File: config.mk
export PLATFORM = sky130hd
export DESIGN_NAME = connect4_turn_controller
export DESIGN_NICKNAME = d
export VERILOG_FILES = /design/src/rtl/connect4_pkg.sv /design/src/rtl/connect4_win_detect.sv /design/src/rtl/connect4_turn_controller.sv
export SDC_FILE = /design/constraint.sdc
export NUM_CORES = 1
export LEC_CHECK = 0
export BUFFER_PORTS_ARGS = -buffer_cell sky130_fd_sc_hd__buf_2
export CELL_PAD_IN_SITES_DETAIL_PLACEMENT = 1
export CELL_PAD_IN_SITES_GLOBAL_PLACEMENT = 2
export CORE_MARGIN = 10
export CORE_UTILIZATION = 28
export DETAILED_ROUTE_END_ITERATION = 10
export PLACE_DENSITY = 0.82
export SLEW_MARGIN = 20
export SYNTH_ARGS = -nofsm -noshare
export SYNTH_HDL_FRONTEND = slang
export SYNTH_SLANG_ARGS = --single-unit
File: constraint.sdc
create_clock -name clk -period 2.4 [get_ports clk]
set_clock_uncertainty 0.2 [all_clocks]
set_input_delay 0.48 -clock clk [delete_from_list [all_inputs] [get_ports clk]]
set_output_delay 0.48 -clock clk [all_outputs]
set_load 0.02 [all_outputs]
File: src/rtl/connect4_pkg.sv
// Shared codes and constants for the Connect4 turn controller and its win detector.
// Board bit r*4+c: row 0 is the bottom row, column 0 is bit 0 of each row nibble.
package connect4_pkg;

    localparam int BOARD_CELLS = 16;
    localparam int NUM_LINES   = 10;

    localparam logic [1:0] ST_IDLE = 2'b00;
    localparam logic [1:0] ST_P1   = 2'b01;
    localparam logic [1:0] ST_P2   = 2'b10;

    localparam logic [1:0] WIN_NONE = 2'b00;
    localparam logic [1:0] WIN_P1   = 2'b01;
    localparam logic [1:0] WIN_P2   = 2'b10;

    // Four rows, four columns, main diagonal, anti-diagonal.
    localparam logic [NUM_LINES-1:0][BOARD_CELLS-1:0] LINE_MASKS = {
        16'h000F, 16'h00F0, 16'h0F00, 16'hF000,
        16'h1111, 16'h2222, 16'h4444, 16'h8888,
        16'h8421, 16'h1248
    };

    typedef enum logic [2:0] {
        S_WAIT,
        S_LATCH,
        S_DROP,
        S_SETTLE,
        S_EVAL,
        S_OVER
    } fsm_t;

    function automatic logic is_one_hot(input logic [3:0] v);
        return (v != 4'd0) && ((v & (v - 4'd1)) == 4'd0);
    endfunction

endpackage

File: src/rtl/connect4_win_detect.sv
// Combinational line check: flags a win when any of the ten 4-cell lines
// is fully covered by the given player's occupancy mask.
module connect4_win_detect
    import connect4_pkg::*;
(
    input  logic [BOARD_CELLS-1:0] player_mask,
    output logic                   win
);

    always_comb begin
        win = 1'b0;
        for (int i = 0; i < NUM_LINES; i++) begin
            if ((player_mask & LINE_MASKS[i]) == LINE_MASKS[i]) begin
                win = 1'b1;
            end
        end
    end

endmodule

File: src/rtl/connect4_turn_controller.sv
// Turn sequencer for the 4x4 Connect4 column datapath: request sync/edge detect,
// column latch and check, one-cycle drop code, win/draw evaluation, turn timer.
module connect4_turn_controller
    import connect4_pkg::*;
#(
    parameter int TIMEOUT_CYCLES = 0,
    parameter int SYNC_STAGES    = 2
) (
    input  logic                   clk,
    input  logic                   reset,
    input  logic                   move_req,
    input  logic [3:0]             in_column,
    input  logic                   invalid_column,
    input  logic [BOARD_CELLS-1:0] out_gameboard,
    input  logic [BOARD_CELLS-1:0] out_players_cells,
    output logic [1:0]             state,
    output logic [3:0]             column_sel,
    output logic                   current_player,
    output logic                   move_error,
    output logic [1:0]             winner,
    output logic                   draw,
    output logic                   game_over
);

    localparam int SS = (SYNC_STAGES < 2) ? 2 : SYNC_STAGES;
    localparam int TW = (TIMEOUT_CYCLES > 0) ? $clog2(TIMEOUT_CYCLES + 1) : 1;
    localparam logic [TW-1:0] TIMER_LOAD = TW'(TIMEOUT_CYCLES);

    logic [1:0]    rst_sync;
    logic          rst_n_int;
    logic [SS-1:0] req_sync_p0;
    logic          req_prev_p1;
    logic          req_rise;
    logic [TW-1:0] timer;
    logic          timer_expire;
    fsm_t          fsm_state, fsm_next;
    logic          latch_en, err_set, toggle, reload, win_set, draw_set;
    logic [BOARD_CELLS-1:0] player_mask;
    logic          player_win;

    // Asserts immediately with reset, releases two clocks after it.
    always_ff @(posedge clk or negedge reset) begin
        if (!reset) rst_sync <= 2'b00;
        else        rst_sync <= {rst_sync[0], 1'b1};
    end
    assign rst_n_int = rst_sync[1];

    // --- stage: move_req synchronizer and rising-edge detect ---
    always_ff @(posedge clk or negedge rst_n_int) begin
        if (!rst_n_int) begin
            req_sync_p0 <= '0;
            req_prev_p1 <= 1'b0;
        end else begin
            req_sync_p0 <= {req_sync_p0[SS-2:0], move_req};
            req_prev_p1 <= req_sync_p0[SS-1];
        end
    end
    assign req_rise = req_sync_p0[SS-1] & ~req_prev_p1;

    assign timer_expire = (TIMEOUT_CYCLES > 0) && (fsm_state == S_WAIT) && (timer == TW'(1));

    assign player_mask = current_player ? (out_gameboard & out_players_cells)
                                        : (out_gameboard & ~out_players_cells);

    connect4_win_detect u_win_detect (
        .player_mask (player_mask),
        .win         (player_win)
    );

    // --- stage: turn FSM ---
    always_ff @(posedge clk or negedge rst_n_int) begin
        if (!rst_n_int) fsm_state <= S_WAIT;
        else            fsm_state <= fsm_next;
    end

    always_comb begin
        fsm_next = fsm_state;
        latch_en = 1'b0;
        err_set  = 1'b0;
        toggle   = 1'b0;
        reload   = 1'b0;
        win_set  = 1'b0;
        draw_set = 1'b0;
        case (fsm_state)
            S_WAIT: begin
                if (req_rise) begin
                    fsm_next = S_LATCH;
                end else if (timer_expire) begin
                    toggle  = 1'b1;
                    reload  = 1'b1;
                    err_set = 1'b1;
                end
            end
            S_LATCH: begin
                latch_en = 1'b1;
                if (is_one_hot(in_column)) begin
                    fsm_next = S_DROP;
                end else begin
                    err_set  = 1'b1;
                    fsm_next = S_WAIT;
                end
            end
            S_DROP:   fsm_next = S_SETTLE;
            S_SETTLE: fsm_next = S_EVAL;
            S_EVAL: begin
                // A full column outranks any line the stale board might show.
                if (invalid_column) begin
                    err_set  = 1'b1;
                    fsm_next = S_WAIT;
                end else if (player_win) begin
                    win_set  = 1'b1;
                    fsm_next = S_OVER;
                end else if (out_gameboard == '1) begin
                    draw_set = 1'b1;
                    fsm_next = S_OVER;
                end else begin
                    toggle   = 1'b1;
                    reload   = 1'b1;
                    fsm_next = S_WAIT;
                end
            end
            S_OVER:  fsm_next = S_OVER;
            default: fsm_next = S_WAIT;
        endcase
    end

    // --- stage: registered turn state and results ---
    always_ff @(posedge clk or negedge rst_n_int) begin
        if (!rst_n_int) begin
            column_sel     <= 4'b0000;
            current_player <= 1'b0;
            move_error     <= 1'b0;
            winner         <= WIN_NONE;
            draw           <= 1'b0;
            timer          <= TIMER_LOAD;
        end else begin
            move_error <= err_set;
            if (latch_en) column_sel <= in_column;
            if (toggle)   current_player <= ~current_player;
            if (win_set)  winner <= current_player ? WIN_P2 : WIN_P1;
            if (draw_set) draw <= 1'b1;
            if (reload)
                timer <= TIMER_LOAD;
            else if (fsm_state == S_WAIT && timer != '0)
                timer <= timer - TW'(1);
        end
    end

    assign state     = (fsm_state == S_DROP) ? (current_player ? ST_P2 : ST_P1) : ST_IDLE;
    assign game_over = (fsm_state == S_OVER);

endmodule

## After elaboration in Yosys (flattened, before gate mapping)

Index checks and enable logic that the tools add are counted.

| word-level totals | value |
|---|---|
| bits in registers | 17 |
| bits of input ports | 40 |
| output and inout port bits | 12 |
| logic and storage cells | 72 |

| cells by class | value |
|---|---|
| add/subtract/negate cells | 1 |
| equality and inequality tests | 17 |
| mux-type cells | 34 |
| bitwise logic cells | 7 |
| reduce and logical (&&, ||, !) cells | 4 |

Operator list:

| operator | count |
|---|---|
| 4-bit equality test, second input constant | 10 |
| 16-bit bitwise AND | 2 |
| 1-bit two-way mux | 24 |
| 3-bit one-hot mux with 6 select lines | 1 |
| 16-bit equality test, second input constant | 1 |
| 16-bit two-way mux | 1 |
| 16-bit NOT | 1 |
| 3-bit two-way mux | 4 |
| 3-bit by 2-bit equality test with 1-bit output, second input constant | 2 |
| 3-bit equality test, second input constant | 2 |
| 2-bit two-way mux | 3 |
| 4-bit bitwise AND | 1 |
| 4-bit zero test | 1 |
| 4-bit nonzero test | 1 |
| 4-bit by 1-bit subtractor with 4-bit output, second input constant | 1 |
| 3-bit by 1-bit equality test with 1-bit output, second input constant | 1 |
| 3-bit zero test | 1 |
| 2-bit != test, second input constant | 1 |
| 1-bit NOT | 2 |
| 1-bit one-hot mux with 2 select lines | 1 |
| 1-bit bitwise AND | 1 |
| 1-bit logical AND | 1 |

## Logic depth before layout (Yosys ltp)

| depth | value |
|---|---|
| depth in word-level cells | 17 |
| depth in mapped cells | 9 |

## Hierarchy

Synthesis repeated with hierarchy kept, for this count alone.

| unflattened totals | value |
|---|---|
| cells, all modules | 115 |
| area, all modules | 1097.3 um^2 |

Modules (own cells, without submodules):

| module | instances | cells an instance | area an instance (um^2) |
|---|---|---|---|
| connect4_turn_controller | 1 | 99 | 1008.5 |
| connect4_win_detect | 1 | 16 | 88.8 |

## Worst setup path before layout

Ideal clock, no wire load.

| timing path | value |
|---|---|
| path kind | reg-to-reg |
| start point | reg current_player |
| end point | reg winner[1] |
| setup time | 125 ps |
| data arrival time | 1940 ps |
| data required time | 2075 ps |
| slack | 135 ps |
| cell stages (with the launch flop) | 8 |
| path through | dfrtp_1 > buf_6 > or4_1 > a21oi_2 > nor3_2 > o22ai_4 > o21ai_2 > mux2_4 |

| between the ends | value |
|---|---|
| longest elaborated chain between the ends | 15 |

RTL lines:

| what | line | source |
|---|---|---|
| start, declared | connect4_turn_controller.sv:18 | `output logic current_player,` |
| start signal, assigned | connect4_turn_controller.sv:139 | `if (toggle) current_player <= ~current_player;` |
| 16-bit two-way mux | connect4_turn_controller.sv:62 | `assign player_mask = current_player ? (out_gameboard & out_players_cells)` |
| 4-bit equality test | connect4_win_detect.sv:13 | `if ((player_mask & LINE_MASKS[i]) == LINE_MASKS[i]) begin` |
| 1-bit two-way mux (10 in series) | connect4_win_detect.sv:13 |  |
| 1-bit two-way mux | connect4_turn_controller.sv:110 | `end else if (player_win) begin` |
| 1-bit two-way mux | connect4_turn_controller.sv:107 | `if (invalid_column) begin` |
| 1-bit two-way mux | connect4_turn_controller.sv:84 | `case (fsm_state)` |
| end signal, assigned | connect4_turn_controller.sv:140 | `if (win_set) winner <= current_player ? WIN_P2 : WIN_P1;` |
| end, declared | connect4_turn_controller.sv:20 | `output logic [1:0] winner,` |

Parallel ways exist; a longest one is shown, timed or not.
A chain may end at the register's enable or synchronous reset.

## Worst setup path after layout

Same ends and word-level chain as after synthesis.

==> metrics.txt <==
io pins=52; H-tree lvl count=1; crit path from=current_player; GR Overflow Total=0; status=finished clean; Final HPWL DP=3300 um; worst r2r src=current_player; Core ar.=approximately 3700 um^2; Internal=0.709 mW; Max Slew Vio Count=0; Seq. cell area=427 um^2; Die Y=83.0 um; drt first pass iters=4; layout cells sized above 1=0.408; Layout area overhead=33.7%; delay-heaviest family, CP=simple AND/OR/NAND/NOR gates; via count=1146; Die X=83.0 um; crit start category=flip-flop; CP endpoint kind=flip-flop; crit path DAT=roughly 2.2 ns; RSZ-0062 raised after global routing=no; DRC Markers=0; Post-CTS Setup Bufs=0; Distinct cells, synth=38; switch share=0.400; die area=6880 um^2; final setup fails=0; Seq/Total Area, Yosys=0.383; kind of critical path=flip-flop to flip-flop; max-cap viol count=0; crit path max fanout=17; Multi-input gate area=649 um^2; Peak VDD IR=0.482 mV; CP required=about 2.3 ns; Comb pwr share=0.427; number of global-route vias before repair=~1300; fin nets=210; Routed Wire Length=3910 um; fmax=436 MHz; post-synthesis cell count=around 110; gr usage total=0.109; Detail Route Antenna Nets=0; Leak=0.633 nW; clock latency on the worst-skew pair=0.25 ns; largest net degree at the start of global routing=18; Syn. warnings=0; Synth Cell Area=1110 um^2; Post-Syn Area per Cell=9.82 um^2; Clk pwr share=0.178; 1st-iter DRT viols=61; initial core utilization=0.296; period utilisation layout=0.955; Hold WS=0.0496 ns; DP Worst Slack=0.0273 ns; number of buffers and inverters on the critical path=0; P_sw=around 0.47 mW; Syn Nets=about 150; WL/cell=18.0 um; min Tclk post-route=2.29 ns; fill count=462; Critical Path Max Stage Delay=0.57 ns; final hold violation count=0; Yosys reg bits=17; initial antenna violation count=0; min-delay worst type=flip-flop to asynchronous set/reset pin; Num CTS Buffers=3; CTS tree=yes; root cell of the clock tree=clkbuf_8; worst slew pin tran=just over 0.6 ns; global-route wire length before repair=6390 um; IO buf count=between 50 and 60; setup TNS=0 ns; DP Area=approximately 1400 um^2; ANT cells=0; Design Area, Final=1480 um^2; CTS max path bufs=2; CTS Sinks=17; PD cells=796 nW/um^2; Max-slew headroom=0.595; critical path, cell by cell=or4_1 > a21oi_1 > o211ai_1 > nand2_1 > o21ai_2 > mux2_4; Routability Congestion=0.854; Final WS setup=0.107 ns; Slowest-stage cell, CP=or4_1; number of core rows=22; drt via density=5.28; Reg power frac=0.395; CTS clk-pin slew, worst paths=0.06 ns
-- state kept, by name, summed over array words and instances, names as in the netlist --
name            count
column_sel          4
current_player      1
draw                1
fsm_state           3
move_error          1
req_prev_p1         1
req_sync_p0         2
rst_sync            2
winner              2
-- power by group through the flow --
stage | clock [mW] | sequential, mW | combinational, mW
CTS | 0.216 | 0.468 | 0.512
global placement | 0 | 0.467 | 0.498
floorplan | 0 | 0.490 | 0.299
finish | 0.211 | 0.467 | 0.504
detailed placement | 0 | 0.473 | 0.509
global route | 0.234 | 0.484 | 0.553
-- cell families (layout without fill, tap and decap cells) --
kind of cell              after synthesis  count (layout)  share of synthesized area
AOI/OAI and AO/OA                      24              24                      0.151
DFF                                    17              17                      0.383
xor gates and xnor gates                6               6                     0.0474
other                                   1               1                    0.00338
buffers and inverters                   6              62                     0.0316
muxes                                   6               6                     0.0631
and+or+nand+nor                        53              53                      0.320
-- layout make-up --
| class | count | area share |
|---|---|---|
| inverters | 2 | 0.00506 |
| well taps | 48 | 0.0405 |
| multi-input cells | 90 | 0.438 |
| flip-flops and latches | 17 | 0.288 |
| repair buffers | 56 | 0.199 |
| clock buffers | 4 | 0.0304 |
-- repair_timing --
item	CTS	global route
hold buffers	1	0
gates resized for setup	0	1
endpoints found under the setup margin	0	1
hold endpoints to repair	2	0
-- cells in the final DEF, fill, tap and decap left out, drive strengths merged --
| cell type | instances |
|---|---|
| a21oi | 14 |
| a31o | 1 |
| and3b | 1 |
| and4 | 1 |
| buf | 55 |
| clkbuf | 4 |
| conb | 1 |
| dfrtp | 17 |
| dlygate4sd3 | 1 |
| inv | 2 |
| mux2 | 5 |
| mux2i | 1 |
| nand2 | 5 |
| nand2b | 1 |
| nand3 | 11 |
| nand3b | 2 |
| nand4 | 11 |
| nor2 | 2 |
| nor3 | 3 |
| nor3b | 2 |
| nor4 | 1 |
| nor4b | 2 |
| o211ai | 3 |
| o21ai | 3 |
| o22ai | 1 |
| o311ai | 1 |
| o31ai | 1 |
| or3b | 1 |
| or4 | 10 |
| xnor2 | 5 |
| xor2 | 1 |
-- metal layers --
layer  vias up  routed length [um]  part of all wire  GRT usage
li1        559                   -                 -          -
met1       541                1810              0.46      0.133
met2        39                1760              0.45      0.172
met3         7                 255             0.065     0.0342
met4         0                  73             0.019     0.0477
met5         -                   0                 0          0
-- worst register-to-register path: cells and delay by family, from the launching register on --
kind | cells | cell delay (ns)
muxes | 1 | 0.32
DFF | 1 | 0.50
AOI/OAI and AO/OA | 3 | 0.45
and+or+nand+nor | 2 | 0.71
-- Yosys cell counts --
cell type   n  area share
mux2i_1     1      0.0090
nand2_1     5       0.017
dfrtp_1    17        0.38
nor2_1      2      0.0068
conb_1      1      0.0034
a21oi_1    11       0.050
and3b_1     1      0.0079
or4_1       9       0.061
buf_4       1      0.0068
a31o_1      1      0.0079
or3b_1      1      0.0079
nand4_1    11       0.062
nand3b_1    2       0.014
nand3_1    11       0.050
or4_4       1       0.010
o211ai_1    3       0.020
nand2b_1    1      0.0056
o21ai_2     1      0.0079
mux2_4      1       0.014
nor3b_1     2       0.014
o311ai_1    1      0.0079
clkbuf_1    1      0.0034
xnor2_1     5       0.039
buf_2       1      0.0045
nor4_1      1      0.0056
a21oi_2     3       0.024
xor2_1      1      0.0079
and4_1      1      0.0079
nor4b_1     1      0.0079
nor4b_4     1       0.021
mux2_1      4       0.041
inv_1       2      0.0068
o31ai_1     1      0.0068
buf_6       1       0.010
nor3_1      1      0.0045
o22ai_4     1       0.018
o21ai_1     2      0.0090
nor3_2      2       0.018
-- per-stage QoR --
| step | cells | util | power [mW] |
|---|---|---|---|
| 2_1_floorplan | 113 | - | 0.789 |
| 3_3_place_gp | 212 | 0.381 | 0.964 |
| 3_5_place_dp | 212 | 0.381 | 0.982 |
| 4_1_cts | 217 | 0.396 | 1.20 |
| 5_1_grt | 217 | 0.396 | 1.27 |
| 6_report | 217 | 0.396 | 1.18 |
-- final timing paths --
check / endpoint / slack [ns] / cells after the start
max: winner[1] / 0.11 / 6
min: column_sel[2] / 0.05 / 0
max reg2reg: winner[1] / 0.11 / 6
min reg2reg: column_sel[2] / 0.05 / 0
max in group asynchronous: current_player / 1.52 / 0
min in group clk: req_sync_p0[0] / 0.13 / 1
Power figures use the tool's default switching activity.
